--- config.mk ---
export PLATFORM = sky130hd
export DESIGN_NAME = uart_tx_fifo
export DESIGN_NICKNAME = d
export VERILOG_FILES = /design/src/rtl/uart_tx_fifo.sv
export SDC_FILE = /design/constraint.sdc
export NUM_CORES = 1
export LEC_CHECK = 0
export ABC_AREA = 1
export CAP_MARGIN = 40
export CORE_ASPECT_RATIO = 0.75
export CORE_MARGIN = 4
export CORE_UTILIZATION = 61
export CTS_CLUSTER_SIZE = 40
export DETAILED_ROUTE_END_ITERATION = 8
export DONT_BUFFER_PORTS = 1
export PLACE_DENSITY = 0.77
export SYNTH_ARGS = -nofsm -noshare
export SYNTH_HDL_FRONTEND = slang
export SYNTH_SLANG_ARGS = --single-unit
--- constraint.sdc ---
create_clock -name clk -period 2.8 [get_ports clk]
set_input_delay 0.28 -clock clk [delete_from_list [all_inputs] [get_ports clk]]
set_output_delay 0.28 -clock clk [all_outputs]
set_load 0.02 [all_outputs]
--- src/rtl/uart_tx_fifo.sv ---
// ---------------------------------------------------------------------------
// uart_tx_fifo
//
// Transmit half of the UART monitor. Characters from the character encoder
// are queued in a small circular buffer and serialized onto the TX pin as
// 8N1 frames (one start bit, eight data bits LSB first, one stop bit). Each
// bit lasts BAUD_DIV clocks. The full flag is the encoder's only flow
// control.
//
// Parameters:
//   DEPTH_LOG2   - log2 of the queue depth (default 4 -> 16 entries)
//   BAUD_DIV     - clocks per UART bit, 2..65535 (default 434 = 50 MHz/115200)
//
// Ports:
//   clk          - system clock, all state changes on the rising edge
//   rst          - synchronous active-high reset; aborts any frame in flight
//   send_char    - character to enqueue
//   send_en      - enqueue strobe; ignored while the queue is full
//   tx_fifo_full - queue holds 2^DEPTH_LOG2 characters
//   tx_busy      - queue non-empty or a frame is on the line
//   uart_tx      - registered serial line, idles high
// ---------------------------------------------------------------------------
module uart_tx_fifo #(
  parameter int DEPTH_LOG2 = 4,
  parameter int BAUD_DIV   = 434
) (
  input  logic       clk,
  input  logic       rst,
  input  logic [7:0] send_char,
  input  logic       send_en,
  output logic       tx_fifo_full,
  output logic       tx_busy,
  output logic       uart_tx
);

  localparam int DEPTH = 1 << DEPTH_LOG2;
  localparam int CNT_W = DEPTH_LOG2 + 1;

  localparam logic [CNT_W-1:0]      CNT_FULL    = CNT_W'(DEPTH);
  localparam logic [CNT_W-1:0]      CNT_ONE     = CNT_W'(1);
  localparam logic [CNT_W-1:0]      CNT_ZERO    = '0;
  localparam logic [DEPTH_LOG2-1:0] PTR_ONE     = DEPTH_LOG2'(1);
  localparam logic [15:0]           BAUD_RELOAD = 16'(BAUD_DIV - 1);

  typedef enum logic [1:0] {
    IDLE,
    START,
    DATA,
    STOP
  } state_t;

  // Queue storage and bookkeeping
  logic [7:0]            mem [DEPTH];
  logic [DEPTH_LOG2-1:0] wptr;
  logic [DEPTH_LOG2-1:0] rptr;
  logic [CNT_W-1:0]      count;

  // Serializer state
  state_t      state;
  state_t      state_nxt;
  logic [15:0] bcnt;
  logic [15:0] bcnt_nxt;
  logic [2:0]  bitidx;
  logic [2:0]  bitidx_nxt;
  logic [7:0]  shift;
  logic [7:0]  shift_nxt;
  logic        tx_nxt;

  logic        pop;
  logic        wr_en;
  logic        fifo_empty;
  logic        bit_end;

  // The full test uses the registered count, so a write arriving in the same
  // cycle as a pop from a full queue is still refused.
  assign tx_fifo_full = (count == CNT_FULL);
  assign fifo_empty   = (count == CNT_ZERO);
  assign wr_en        = send_en & ~tx_fifo_full;
  assign bit_end      = (bcnt == 16'd0);
  assign tx_busy      = (state != IDLE) || !fifo_empty;

  // Storage array has no reset; its contents are only meaningful between
  // the pointers.
  always_ff @(posedge clk) begin
    if (wr_en) begin
      mem[wptr] <= send_char;
    end
  end

  // Pointer and occupancy tracking. A write and a pop in the same cycle
  // leave the occupancy unchanged while both pointers move on.
  always_ff @(posedge clk) begin
    if (rst) begin
      wptr  <= '0;
      rptr  <= '0;
      count <= '0;
    end else begin
      if (wr_en) begin
        wptr <= wptr + PTR_ONE;
      end
      if (pop) begin
        rptr <= rptr + PTR_ONE;
      end
      case ({wr_en, pop})
        2'b10:   count <= count + CNT_ONE;
        2'b01:   count <= count - CNT_ONE;
        default: count <= count;
      endcase
    end
  end

  // Serializer registers. The line itself is registered so the pin never
  // glitches; its next value is decided together with the state transition.
  always_ff @(posedge clk) begin
    if (rst) begin
      state   <= IDLE;
      bcnt    <= '0;
      bitidx  <= '0;
      shift   <= '0;
      uart_tx <= 1'b1;
    end else begin
      state   <= state_nxt;
      bcnt    <= bcnt_nxt;
      bitidx  <= bitidx_nxt;
      shift   <= shift_nxt;
      uart_tx <= tx_nxt;
    end
  end

  // Next-state logic. The baud counter reloads whenever a new bit starts and
  // counts down otherwise; reaching zero marks the last clock of a bit. The
  // stop bit chains straight into the next start bit when more characters
  // are waiting, giving gap-free back-to-back frames.
  always_comb begin
    state_nxt  = state;
    bcnt_nxt   = bcnt;
    bitidx_nxt = bitidx;
    shift_nxt  = shift;
    tx_nxt     = uart_tx;
    pop        = 1'b0;

    if (state != IDLE && !bit_end) begin
      bcnt_nxt = bcnt - 16'd1;
    end

    case (state)
      IDLE: begin
        tx_nxt = 1'b1;
        if (!fifo_empty) begin
          pop       = 1'b1;
          shift_nxt = mem[rptr];
          state_nxt = START;
          bcnt_nxt  = BAUD_RELOAD;
          tx_nxt    = 1'b0;
        end
      end

      START: begin
        if (bit_end) begin
          state_nxt  = DATA;
          bitidx_nxt = 3'd0;
          bcnt_nxt   = BAUD_RELOAD;
          tx_nxt     = shift[0];
        end
      end

      DATA: begin
        if (bit_end) begin
          bcnt_nxt = BAUD_RELOAD;
          if (bitidx != 3'd7) begin
            bitidx_nxt = bitidx + 3'd1;
            shift_nxt  = {1'b0, shift[7:1]};
            tx_nxt     = shift[1];
          end else begin
            state_nxt = STOP;
            tx_nxt    = 1'b1;
          end
        end
      end

      STOP: begin
        if (bit_end) begin
          bcnt_nxt = BAUD_RELOAD;
          if (!fifo_empty) begin
            pop       = 1'b1;
            shift_nxt = mem[rptr];
            state_nxt = START;
            tx_nxt    = 1'b0;
          end else begin
            state_nxt = IDLE;
            tx_nxt    = 1'b1;
          end
        end
      end

      default: begin
        state_nxt = IDLE;
        tx_nxt    = 1'b1;
      end
    endcase
  end

endmodule

==> metrics.log <==
INFO  metric grt_pass1_wl = 25190 um
INFO  metric crit_arrival = between 2 and 3 ns
INFO  metric placeableCoreArea = 12260 um^2
INFO  metric route.final.wire_length = 15550 um
INFO  metric antenna_found_initial = 1
INFO  metric netlist_area = around 7600 um^2
INFO  metric worstSkewPairLatency = 0.43 ns
INFO  metric max-vdd-ir-drop = approximately 0.56 mV
INFO  metric number_of_cells_produced_by_synthesis = ~680
INFO  metric layout_worst_path_cycle_share = 0.8773
INFO  metric drtIter0Drc = 594
INFO  metric port-buffer-count = 0
INFO  metric height_of_the_die = 104.8 um
INFO  metric die_w = 137.1 um
INFO  metric layout-drive-gt1-share = 0.1153
INFO  metric initial_utilization = 0.6215
INFO  metric worstSetupEndpointType = flop
INFO  metric detail_route.drc_violations = 0
INFO  metric track_usage = 0.2316
INFO  metric post_cts_resize_count = 0
INFO  metric setup.worst_path.class = reg -> reg
INFO  metric yosys_most_used_dff = sky130_fd_sc_hd__edfxtp_1
INFO  metric final_max_slew_viols = 0
INFO  metric max_freq = 0.4071 GHz
INFO  metric ys_ff_latch = 175
INFO  metric final_hold_viol_count = 0
INFO  metric global_route.overflow_total = 0
INFO  metric critPathBufInv = 3
INFO  metric ff2ff_setup_slack = 0.34 ns
INFO  metric post-synth-top-area-fraction = 0.5044
INFO  metric synth_seq_area_share = 0.6278
INFO  metric routed-via-count = 5070
INFO  metric timing.critical_path.max_delay_family = adder cells
INFO  metric power.leakage = 3.225 nW
INFO  metric nets = around 730
INFO  metric first_global_vias = between 4k and 5k
INFO  metric run_status = finished clean
INFO  metric critPathMaxFanout = 5
INFO  metric post_drt_via_cell_ratio = 5.716
INFO  metric timing.critical_path.required = 3.09 ns
INFO  metric setup-violations-final = 0
INFO  metric worstHoldPathType = in -> reg
INFO  metric number_of_enable_flip_flop_cells_after_synthesis = 128
INFO  metric per_cell_routed_wire_length = between 15 and 20 um
INFO  metric tns = 0 ns
INFO  metric power_density = 985.0 nW/um^2
INFO  metric crit_slowest_cell = sky130_fd_sc_hd__dfxtp_1
INFO  metric ctsLongestPathBuffers = 2
INFO  metric clock_sink_count = 175
INFO  metric number_of_synthesis_warnings = 0
INFO  metric finalClockSkew = 0.01328 ns
INFO  metric synth_commonest_cells = sky130_fd_sc_hd__edfxtp_1, sky130_fd_sc_hd__inv_1, sky130_fd_sc_hd__o21ai_0, sky130_fd_sc_hd__nand2_1, sky130_fd_sc_hd__a21oi_1
INFO  metric design.die.area = 14360 um^2
INFO  metric htree_num_levels = 4
INFO  metric postSynthAreaPerCell = 11.17 um^2
INFO  metric tightestPinTransition = 0.7933 ns
INFO  metric postRouteAntennaNets = 0
INFO  metric place_ws = between 0.3 and 0.4 ns
INFO  metric ctsRootBufferMaster = sky130_fd_sc_hd__clkbuf_16
INFO  metric gp_congestion = 0.9080
INFO  metric syn2layout_area_growth = 13.18%
INFO  metric cts_inserted_buffers = 17
INFO  metric clk_pin_slew = 0.07 ns
INFO  metric tritoncts_clock_tree = done
INFO  metric period_minus_slack = 2.456 ns
INFO  metric proportion_of_synthesized_flip_flops_having_asynchronous_set_or_reset = 0
INFO  metric cp-start-kind = flop
INFO  metric detailed_place_hpwl = 10070 um
INFO  metric maxCapViolations = 0
INFO  metric synth.top_cells.by_area = sky130_fd_sc_hd__edfxtp_1, sky130_fd_sc_hd__dfxtp_1, sky130_fd_sc_hd__o21ai_0
INFO  metric cp_cell_sequence = inv_1, ha_1, inv_1, nand3_2, o21ai_4, ha_1, xor2_1, ha_1, inv_1, nand2_2, nand2_2, nand3_1, nand2_1, nand2_1, a21oi_2
INFO  metric rsz_0062_raised_after_global_routing = false
INFO  metric std_cell_rows = 35
INFO  metric crit_path_max_incr_delay = 0.40 ns
INFO  metric synthDistinctLibCells = 39
INFO  metric dominant_cell_by_count_in_the_synthesized_netlist = sky130_fd_sc_hd__edfxtp_1
INFO  metric drt_first_pass_iters = 6
INFO  metric synthDominantAreaCellType = sky130_fd_sc_hd__edfxtp_1
INFO  metric top_level_ports = 14
INFO  metric grt_max_degree = 46
INFO  metric syn-num-nets = 709
INFO  metric finalWorstSetupSlack = 0.3437 ns
INFO  metric max_slew_margin = 0.4694
-- worst min-delay path, cell delays in order --
cell and delay, ns:
sky130_fd_sc_hd__nor2_1 0.02, sky130_fd_sc_hd__o21ai_1 0.06, sky130_fd_sc_hd__inv_1 0.04
-- logic make-up after synthesis --
| logic type | after synthesis | share of synthesized area |
|---|---|---|
| flip-flops | 175 | 0.6278 |
| AND/OR/NAND/NOR | 174 | 0.1103 |
| AO/OA/AOI/OAI | 166 | 0.1233 |
| buffers and inverters | 105 | 0.05418 |
| multiplexers | 32 | 0.04203 |
| adder cells (fa/ha/maj) | 16 | 0.02627 |
| XOR/XNOR | 14 | 0.01609 |
-- timing repair --
action,CTS,global route
endpoints found under the hold margin,146,0
hold buffers,9,0
setup endpoints to repair,0,0
setup buffers,0,0
-- layer usage --
layer | GRT usage | routed length, um | vias up
li1 | - | - | 2451
met1 | 0.3345 | 6926 | 2413
met2 | 0.3432 | 7263 | 183
met3 | 0.06112 | 1129 | 23
met4 | 0.07479 | 227 | 0
met5 | 0 | 0 | -
-- per-stage QoR --
stage	instance area, um^2	instances	utilization	total power, mW	hold slack [ns]
after floorplan	7621	682	-	5.436	0.3789
after global placement	7901	845	0.6444	5.937	0.3447
after detailed placement	7901	845	0.6444	6.038	0.3479
after CTS	8623	886	0.7033	8.513	0.008751
after global routing	8626	887	0.7035	9.015	0.02374
final	8626	887	0.7035	8.496	0.02371
-- state kept, by name, summed over array words and instances, names as in the netlist, named ones only --
name	cells
shift	8
count	5
rptr	4
mem	128
bitidx	3
uart_tx	1
wptr	4
state	2
bcnt	16
-- layout make-up --
class                      instances  area [um^2]
tap                              166        207.7
clock buffer                      27        600.6
timing repair buffer              32        275.3
fill                             808         3636
multi-input combinational        402         2424
inverter                          79        296.5
antenna                            1        2.502
sequential                       175         4788
clock inverter                     5        31.28
-- cells in the final DEF (no fill, tap or decap), drive strengths merged, types with 23 or more instances in the layout --
cell type / instances
edfxtp: 128
inv: 79
nand2: 71
o21ai: 68
nor2: 62
a21oi: 60
dfxtp: 47
o211ai: 33
mux2i: 32
nand3: 29
clkbuf: 27
buf: 23
-- report_power, final --
part / internal (mW) / switching, mW
sequential: 3.02 / 0.286
clock: 1.48 / 0.954
combinational: 1.01 / 1.75
total: 5.51 / 2.99
-- final timing paths --
path,from,depth (start not counted),to
min reg2reg,shift[3]$_SDFFE_PP0P_,2,shift[3]$_SDFFE_PP0P_
min,rst,3,count[3]$_SDFFE_PP0P_
max reg2reg,state[0]$_SDFFE_PP0P_,15,count[4]$_SDFFE_PP0P_
max,state[0]$_SDFFE_PP0P_,15,count[4]$_SDFFE_PP0P_
Power figures use the tool's default switching activity.
